==> src/rtl/bus_arb_pkg.sv <==
// Shared types and constants for the CPU/DMA bus arbiter.
// Also used by later IO arbitration blocks.
package bus_arb_pkg;

  typedef enum logic [1:0] {
    ARB_PARK,
    ARB_TURN,
    ARB_GRANT
  } arb_state_e;

  localparam int CPU_ID  = 0;
  localparam int DMA1_ID = 1;
  localparam int DMA2_ID = 2;

  function automatic int id_w(input int n);
    return (n > 1) ? $clog2(n) : 1;
  endfunction

endpackage

==> src/rtl/rr_pick.sv <==
// Combinational round-robin picker: first set request
// at or after the pointer, wrapping modulo N.
module rr_pick
  import bus_arb_pkg::*;
#(
  parameter int N = 3,
  parameter int W = id_w(N)
) (
  input  logic [N-1:0] i_req,
  input  logic [W-1:0] i_ptr,
  output logic [W-1:0] o_win,
  output logic         o_valid
);

  int w_idx;

  always_comb begin
    o_win   = '0;
    o_valid = 1'b0;
    w_idx   = 0;
    for (int k = 0; k < N; k++) begin
      w_idx = (int'(i_ptr) + k) % N;
      if (!o_valid && i_req[w_idx]) begin
        o_valid = 1'b1;
        o_win   = W'(w_idx);
      end
    end
  end

endmodule

==> src/rtl/bus_arbiter.sv <==
// Shared bus arbiter: parks on PARK_ID, round-robin for the
// rest, one-cycle turnaround between drivers, hold limit.
module bus_arbiter
  import bus_arb_pkg::*;
#(
  parameter int N_REQ    = 3,
  parameter int PARK_ID  = CPU_ID,
  parameter int MAX_HOLD = 8
) (
  input  logic                      CLK,
  input  logic                      RST,
  input  logic [N_REQ-1:0]          REQ,
  input  logic [N_REQ-1:0]          DONE,
  output logic [N_REQ-1:0]          GNT,
  output logic [id_w(N_REQ)-1:0]    GNT_ID,
  output logic                      ADE,
  output logic                      BUS_BUSY,
  output logic                      TIMEOUT
);

  localparam int W = id_w(N_REQ);
  localparam logic [W-1:0] PARK_W = W'(PARK_ID);
  localparam logic [W-1:0] PNEXT_W =
    W'((PARK_ID + 1) % N_REQ);
  localparam logic [7:0] MAXH = 8'(MAX_HOLD);
  localparam logic [N_REQ-1:0] PARK_OH =
    {{(N_REQ-1){1'b0}}, 1'b1} << PARK_ID;

  arb_state_e       r_state;
  logic [W-1:0]     r_win;
  logic [W-1:0]     r_ptr;
  logic [7:0]       r_cnt;
  logic             r_to_park;

  logic [N_REQ-1:0] w_own_mask;
  logic [N_REQ-1:0] w_win_mask;
  logic [N_REQ-1:0] w_others;
  logic [N_REQ-1:0] w_pick_req;
  logic             w_oth_any;
  logic             w_end;
  logic [7:0]       w_cnt_nxt;
  logic [W-1:0]     w_pw;
  logic             w_pv;
  logic [W-1:0]     w_win_inc;

  always_comb begin
    w_own_mask = '0;
    w_win_mask = '0;
    for (int i = 0; i < N_REQ; i++) begin
      w_own_mask[i] = (GNT_ID == W'(i));
      w_win_mask[i] = (r_win == W'(i));
    end
    w_others   = REQ & ~w_own_mask;
    w_oth_any  = |w_others;
    w_pick_req = (r_state == ARB_GRANT) ? w_others : REQ;
    // a timeout flag raised last cycle revokes now
    w_end      = |(DONE & w_own_mask)
               | ~|(REQ & w_own_mask)
               | TIMEOUT;
    w_cnt_nxt  = (r_cnt == MAXH) ? r_cnt : r_cnt + 8'd1;
    w_win_inc  = (r_win == W'(N_REQ - 1)) ? '0
                                          : r_win + W'(1);
  end

  rr_pick #(
    .N (N_REQ),
    .W (W)
  ) u_pick (
    .i_req   (w_pick_req),
    .i_ptr   (r_ptr),
    .o_win   (w_pw),
    .o_valid (w_pv)
  );

  always_ff @(posedge CLK) begin
    if (RST) begin
      r_state   <= ARB_PARK;
      GNT       <= PARK_OH;
      GNT_ID    <= PARK_W;
      ADE       <= 1'b0;
      BUS_BUSY  <= 1'b0;
      TIMEOUT   <= 1'b0;
      r_cnt     <= '0;
      r_ptr     <= PNEXT_W;
      r_win     <= PARK_W;
      r_to_park <= 1'b0;
    end else begin
      TIMEOUT <= 1'b0;
      unique case (r_state)
        ARB_PARK: begin
          if (REQ[PARK_ID]) begin
            r_state  <= ARB_GRANT;
            GNT      <= PARK_OH;
            GNT_ID   <= PARK_W;
            ADE      <= 1'b0;
            BUS_BUSY <= 1'b1;
            r_cnt    <= 8'd1;
            r_ptr    <= PNEXT_W;
            TIMEOUT  <= (MAXH == 8'd1) && |(REQ & ~PARK_OH);
          end else if (w_pv) begin
            r_state   <= ARB_TURN;
            GNT       <= '0;
            ADE       <= 1'b0;
            r_win     <= w_pw;
            r_to_park <= 1'b0;
            r_cnt     <= '0;
          end
        end
        ARB_TURN: begin
          if (r_to_park) begin
            r_state <= ARB_PARK;
            GNT     <= PARK_OH;
            GNT_ID  <= PARK_W;
          end else begin
            r_state  <= ARB_GRANT;
            GNT      <= w_win_mask;
            GNT_ID   <= r_win;
            ADE      <= (r_win != PARK_W);
            BUS_BUSY <= 1'b1;
            r_cnt    <= 8'd1;
            r_ptr    <= w_win_inc;
            TIMEOUT  <= (MAXH == 8'd1) && |(REQ & ~w_win_mask);
          end
        end
        ARB_GRANT: begin
          if (w_end) begin
            BUS_BUSY <= 1'b0;
            ADE      <= 1'b0;
            r_cnt    <= '0;
            if (w_oth_any) begin
              r_state   <= ARB_TURN;
              GNT       <= '0;
              r_win     <= w_pw;
              r_to_park <= 1'b0;
            end else if (GNT_ID == PARK_W) begin
              r_state <= ARB_PARK;
              GNT     <= PARK_OH;
            end else begin
              // DMA driver must release before the CPU parks
              r_state   <= ARB_TURN;
              GNT       <= '0;
              r_win     <= PARK_W;
              r_to_park <= 1'b1;
            end
          end else begin
            r_cnt   <= w_cnt_nxt;
            TIMEOUT <= (w_cnt_nxt == MAXH) && w_oth_any;
          end
        end
        default: r_state <= ARB_PARK;
      endcase
    end
  end

  a_gnt_onehot0: assert property (
    @(posedge CLK) disable iff (RST) $onehot0(GNT)
  );

endmodule

==> config.mk <==
export PLATFORM = sky130hd
export DESIGN_NAME = bus_arbiter
export DESIGN_NICKNAME = d
export VERILOG_FILES = /design/src/rtl/bus_arb_pkg.sv /design/src/rtl/rr_pick.sv /design/src/rtl/bus_arbiter.sv
export SDC_FILE = /design/constraint.sdc
export NUM_CORES = 1
export LEC_CHECK = 0
export ABC_AREA = 1
export BUFFER_PORTS_ARGS = -buffer_cell sky130_fd_sc_hd__buf_2
export CORE_MARGIN = 4
export CORE_UTILIZATION = 59
export CTS_BUF_LIST = sky130_fd_sc_hd__clkbuf_8 sky130_fd_sc_hd__clkbuf_16
export DETAILED_ROUTE_END_ITERATION = 8
export PLACE_DENSITY = 0.79
export SYNTH_ARGS = -nofsm -noshare
export SYNTH_HDL_FRONTEND = slang
export SYNTH_SLANG_ARGS = --single-unit
==> constraint.sdc <==
create_clock -name CLK -period 2.1 [get_ports CLK]
set_input_delay 0.63 -clock CLK [delete_from_list [all_inputs] [get_ports CLK]]
set_output_delay 0.63 -clock CLK [all_outputs]
set_load 0.05 [all_outputs]
==> results of run 1 <==
## layout by cell type (no fill, tap or decap), drive strengths merged
cell / instances
nand4: 9
nand3b: 1
nor2: 40
clkinv: 1
buf: 21
o21ai: 17
and2: 1
xor2: 2
nor4b: 1
a21boi: 1
clkbuf: 3
a21oi: 19
inv: 36
dfxtp: 23
and3: 1
o211ai: 2
or2: 4
o22ai: 1
nand2: 68
nor3: 2
nand3: 27
ha: 8
nor4: 1
o21a: 1
## Yosys cell counts
cell type,number
nor2_4,1
o21ai_0,15
nor2_2,3
o211ai_2,1
nand3_1,24
nor2_1,36
o21ai_1,2
and2_1,1
nand2_1,52
dfxtp_1,23
nand3b_1,1
buf_6,1
clkbuf_8,1
xor2_1,2
or2_2,2
o22ai_1,1
a21boi_0,1
nor3_1,2
nand4_1,8
or2_1,2
nand3_2,3
inv_2,6
nand4_4,1
and3_1,1
ha_1,8
nand2_4,6
o21a_1,1
nor4b_2,1
a21oi_1,17
clkbuf_1,2
buf_8,1
nor4_1,1
inv_1,30
o211ai_1,1
a21oi_2,2
nand2_2,10
## area by class of cell
| type | count | area [um2] |
|---|---|---|
| Multi-Input combinational cell | 206 | 1140 |
| Fill cell | 258 | 890 |
| Sequential cell | 23 | 462 |
| Inverter | 36 | 135 |
| Timing Repair Buffer | 21 | 120 |
| Clock buffer | 3 | 41.3 |
| Tap cell | 31 | 38.8 |
| Clock inverter | 1 | 5.00 |
## critical path: stages (launching register included)
cell and delay, ns:
dfxtp_1 0.41, ha_2 0.26, inv_1 0.11, nand2_1 0.09, nand2_2 0.08, nand2_1 0.09, nand2_1 0.09, nand2_4 0.10
nand4_4 0.18, buf_4 0.20, nand2_2 0.07, nand2_1 0.06, a21oi_1 0.11
## worst max-delay path by stage
stage / start / slack [ns] / cells past startpoint / endpoint
finish: r_state[1]$_SDFFE_PP0P_ / 0.18 / 12 / r_state[0]$_SDFFE_PP0P_
global route: r_state[1]$_SDFFE_PP0P_ / 0.01 / 12 / r_state[1]$_SDFFE_PP0P_
CTS: r_state[0]$_SDFFE_PP0P_ / 0.05 / 12 / r_cnt[1]$_SDFFE_PP0P_
detailed placement: r_state[0]$_SDFFE_PP0P_ / 0.08 / 12 / r_cnt[1]$_SDFFE_PP0P_
global placement: r_state[0]$_SDFFE_PP0P_ / 0.19 / 14 / r_cnt[0]$_SDFFE_PP0P_
floorplan: GNT_ID[0]$_SDFFE_PP0P_ / 0.26 / 12 / GNT[0]$_SDFFE_PP1P_
## cell families (layout without fill, tap and decap cells)
family / after synthesis / after routing
simple gates: 155 / 155
xor+xnor: 2 / 2
fa+ha+maj: 8 / 8
compound gates: 41 / 41
flops: 23 / 23
buf+inv: 41 / 61
## power by group
group	internal [W]	switching, W
Sequential	0.000548	0.000113
Clock	0.000133	0.000152
Combinational	0.000417	0.000895
## flip-flops by register name (all words and copies together), names as in the netlist, 2 cells and up
register,cells
r_win,2
r_cnt,8
r_state,2
r_ptr,2
GNT_ID,2
GNT,3
## per-stage QoR
stage	cell area, um2	util, %
final	1940	68.6
after CTS	1910	67.4
after global placement	1860	65.7
after detailed placement	1860	65.7
after floorplan	1780	-
after global routing	1940	68.6
## routing by layer
metal,share of wire [%],GRT usage (%)
met5,0,0
met4,2.4,7.99
met3,9.2,3.96
met2,40,29.5
met1,48,33.2
## what timing repair did
item / in CTS / in global routing
endpoints found under the setup margin: 0 / 10
resized for setup: 0 / 2
hold buffers: 0 / 0
endpoints found under the hold margin: 0 / 0
setup buffers: 0 / 4
==> impl_metrics.json, run 1 <==
{
  "synth_fp_nets": 286,
  "cts_tree": "built",
  "setup_viol": 0,
  "cap_violations": 0,
  "drt-vias-per-instance": 5.74,
  "synth_adder_area_share_pct": 5.63,
  "min_to": "GNT[0]$_SDFFE_PP1P_",
  "hold_viol": 0,
  "crit_fanout": 7,
  "clk_latency_ns": 0.27,
  "drive_gt1_share_pct": 21.7,
  "clock-sinks": 23,
  "worstMarginPinSlew_ns": 0.486,
  "detail_route.wl_per_cell_um": 13.4,
  "grt_pass1_wl_um": 6950,
  "powerDensity_mw_per_mm2": 1160,
  "num_rows": 19,
  "ant_nets": 0,
  "cts_max_level": 1,
  "grt_pass1_vias": 1498,
  "grt_max_degree": 14,
  "syn_area_mm2": 0.00178,
  "clock_path_buffers": 2,
  "drt-initial-drc-count": 202,
  "dpl.hpwl_um": 3170,
  "synth.distinct_cells": 36,
  "yosysWarnings": 0,
  "status": "finished, final reports clean",
  "final_cells": 321,
  "detailedRoute.firstPassIterationCount": 8,
  "synthMuxAreaShare_pct": 0,
  "r2r_start": "r_state[1]$_SDFFE_PP0P_",
  "rsz0062_at_grt": "no",
  "antenna_cells": 0,
  "cp_data_arrival_time_ns": 2.12,
  "seq_area_frac_synth_pct": 25.9,
  "cts-root-buf": "clkbuf_8",
  "core-area_mm2": 0.00283,
  "yosys-top-cells-area": "dfxtp_1 (26%), nand2_1 (11%), nor2_1 (7.6%)",
  "period_needed_ns": 1.92,
  "overflow": 0,
  "fp.dieH_um": 62.9,
  "clk_pin_slew_ns": 0.09,
  "fin_nets": 307,
  "crit_type": "reg -> reg",
  "synth-seq-cells": 23,
  "hold_depth": 2,
  "die_w_um": 62.9,
  "synth_area_leader_cell": "dfxtp_1",
  "relSlewSlack_pct": 67.5,
  "synth-simple-area-share_pct": 44.3,
  "synth_cells": 270,
  "wirelength_um": 4300,
  "worstPathRequired_ns": 2.30,
  "synth_compound_area_share_pct": 12.9,
  "tns_ns": 0,
  "synthXorXnorAreaFrac_pct": 0.985,
  "fin_ws_ns": 0.183,
  "start_kind": "register",
  "place_inst": 313,
  "rr_worst_depth": 12,
  "finalPower_w": 0.00226,
  "drc": 0,
  "synth_top_family_by_area": "simple AND/OR/NAND/NOR gates",
  "port_buffers": 15,
  "cts_buffers": 3,
  "place.gp.congestion": 0.942,
  "holdWs_ns": 0.470,
  "area_growth_pct": 9.08,
  "end_kind": "register",
  "reg2reg_slack_ns": 0.18,
  "p_leak_nw": 0.949,
  "fin_crit_sh_pct": 91.3,
  "ir_drop_v": 0.000676,
  "r2r-end": "r_state[0]$_SDFFE_PP0P_",
  "antenna_found_initial": 0,
  "detailroute.via_count": 1844,
  "hold_class": "reg -> reg",
  "die_area_mm2": 0.00396,
  "avgSynthCellArea_um2": 6.59,
  "dp_slack_ns": 0.0806,
  "start_util_pct": 62.8,
  "slew_violations": 0,
  "hold_start": "GNT[0]$_SDFFE_PP1P_",
  "synthDominantCellAreaShare_pct": 25.9,
  "fmax_ghz": 0.522,
  "track_usage_pct": 21.7,
  "io-pin-count": 16,
  "clock_skew_ns": 0.00600
}
(Power assumes the default switching activity.)
==> inputs of run 2 (changes only) <==
==> constraint.sdc (replaced) <==
create_clock -name CLK -period 2.1 [get_ports CLK]
set_input_delay 0.21 -clock CLK [delete_from_list [all_inputs] [get_ports CLK]]
set_output_delay 0.21 -clock CLK [all_outputs]
set_load 0.05 [all_outputs]
==> run 2 against run 1 <==
Net effect: register-to-register slack worse by 0.04 ns; largest cell class unchanged; sequential power down 0.6%; first-iteration DRC count up 3.0%; non-clock buffer count unchanged; clock skew down 0.0031 ns; die area unchanged; sequential cell count unchanged; maximum frequency down 2.3%; hold slack worse by 0.26 ns; clock power up 1%; final area up 0.71%; routed wire length down 0.42%.
==> impl_metrics.json, run 2 (synthesis gave the netlist of run 1 again) <==
{
  "num_rows": 19,
  "clk_pin_slew_ns": 0.09,
  "clk_latency_ns": 0.28,
  "tns_ns": 0,
  "dpl.hpwl_um": 3250,
  "cap_violations": 0,
  "p_leak_nw": 0.954,
  "detail_route.wl_per_cell_um": 13.4,
  "grt_pass1_wl_um": 7180,
  "cts_max_level": 1,
  "track_usage_pct": 22.3,
  "worstMarginPinSlew_ns": 0.342,
  "wirelength_um": 4290,
  "detailroute.via_count": 1805,
  "ir_drop_v": 0.000873,
  "io-pin-count": 16,
  "period_needed_ns": 1.96,
  "cts_tree": "built",
  "grt_pass1_vias": 1575,
  "end_kind": "register",
  "drt-initial-drc-count": 208,
  "detailedRoute.firstPassIterationCount": 4,
  "fin_nets": 307,
  "clock_skew_ns": 0.00285,
  "status": "finished, final reports clean",
  "area_growth_pct": 9.85,
  "finalPower_w": 0.00227,
  "crit_type": "reg -> reg",
  "hold_class": "in -> reg",
  "powerDensity_mw_per_mm2": 1160,
  "die_area_mm2": 0.00396,
  "slew_violations": 0,
  "die_w_um": 62.9,
  "cts_buffers": 3,
  "reg_top3": "r_cnt x8, GNT x3",
  "core-area_mm2": 0.00283,
  "relSlewSlack_pct": 76.9,
  "port_buffers": 15,
  "antenna_cells": 0,
  "fp.dieH_um": 62.9,
  "grt_max_degree": 14,
  "drive_gt1_share_pct": 21.7,
  "worstPathRequired_ns": 2.28,
  "max_flop_register": "r_cnt",
  "start_util_pct": 62.8,
  "clock-sinks": 23,
  "largest_register_ffs": 8,
  "overflow": 0,
  "clock_path_buffers": 2,
  "holdWs_ns": 0.214,
  "fin_crit_sh_pct": 93.4,
  "hold_viol": 0,
  "drt-vias-per-instance": 5.62,
  "setup_viol": 0,
  "final_cell_mix": "nand2_1 (52), nor2_1 (36), inv_1 (30), nand3_1 (24), dfxtp_1 (23)",
  "final_common_cell": "nand2_1",
  "antenna_found_initial": 0,
  "crit_fanout": 8,
  "cp_data_arrival_time_ns": 2.14,
  "cts-root-buf": "clkbuf_8",
  "ant_nets": 0,
  "drc": 0,
  "fmax_ghz": 0.510,
  "start_kind": "register",
  "place.gp.congestion": 0.898,
  "cts_hold_buffers": 0
}
[run 2: cell types whose count changed in the layout (fill, tap and decap cells not counted)]
cell and change:
ha_2 +1, ha_1 -1, dfxtp_1 +1, dfxtp_2 -1, buf_4 -1, buf_12 +1
[run 2: repair_timing]
action / CTS / global route
setup buffers: 0 / 2
hold endpoints to repair: 0 / 0
setup endpoints to repair: 0 / 7
gates resized for setup: 0 / 2
[run 2: area by class of cell]
class	count	area, um2
fillers	273	876
clock inverters	1	5.00
inverters	36	135
repair buffers	21	133
clock buffers	3	41.3
multi-input cells	206	1140
well taps	31	38.8
flip-flops and latches	23	460
[run 2: final timing paths]
check / slack (ns) / to / start / depth (start not counted)
setup / recovery: 0.14 / r_cnt[0]$_SDFFE_PP0P_ / r_state[0]$_SDFFE_PP0P_ / 14
hold / removal: 0.21 / GNT[1]$_SDFFE_PP0P_ / RST / 2
hold reg to reg: 0.47 / BUS_BUSY$_SDFFE_PP0P_ / BUS_BUSY$_SDFFE_PP0P_ / 2
setup reg to reg: 0.14 / r_cnt[0]$_SDFFE_PP0P_ / r_state[0]$_SDFFE_PP0P_ / 14
[run 2: layer usage]
metal	vias to the layer above	track usage, %	wire length [um]
met1	803	33.5	2190
met5	-	0	0
met3	5	5.40	356
met4	0	6.61	44
met2	79	30.8	1700
li1	918	-	-
[run 2: through the flow]
| step | util [%] | area, um2 | cells | setup slack (ns) |
|---|---|---|---|---|
| 2_1_floorplan | - | 1780 | 270 | 0.257 |
| 3_3_place_gp | 66.3 | 1870 | 315 | 0.196 |
| 3_5_place_dp | 66.3 | 1870 | 315 | 0.129 |
| 4_1_cts | 67.9 | 1920 | 319 | 0.109 |
| 5_1_grt | 69.0 | 1950 | 321 | -0.0134 |
| 6_report | 69.0 | 1950 | 321 | 0.139 |
[run 2: worst max-delay path, stage by stage (launching register included)]
cell	delay [ns]
dfxtp_1	0.40
inv_1	0.09
ha_2	0.22
inv_1	0.14
nand2_1	0.08
nand2_2	0.11
nand2_1	0.07
nand2_1	0.10
nand2_4	0.09
nand4_4	0.19
nand2_4	0.10
inv_2	0.12
nand2_1	0.06
nand2_1	0.05
nor2_1	0.04
[run 2: report_power, final]
part | switching, W | leakage (nW) | internal (W)
Sequential | 0.000111 | 0.188 | 0.000546
Clock | 0.000156 | 0.0255 | 0.000133
Combinational | 0.000896 | 0.740 | 0.000431
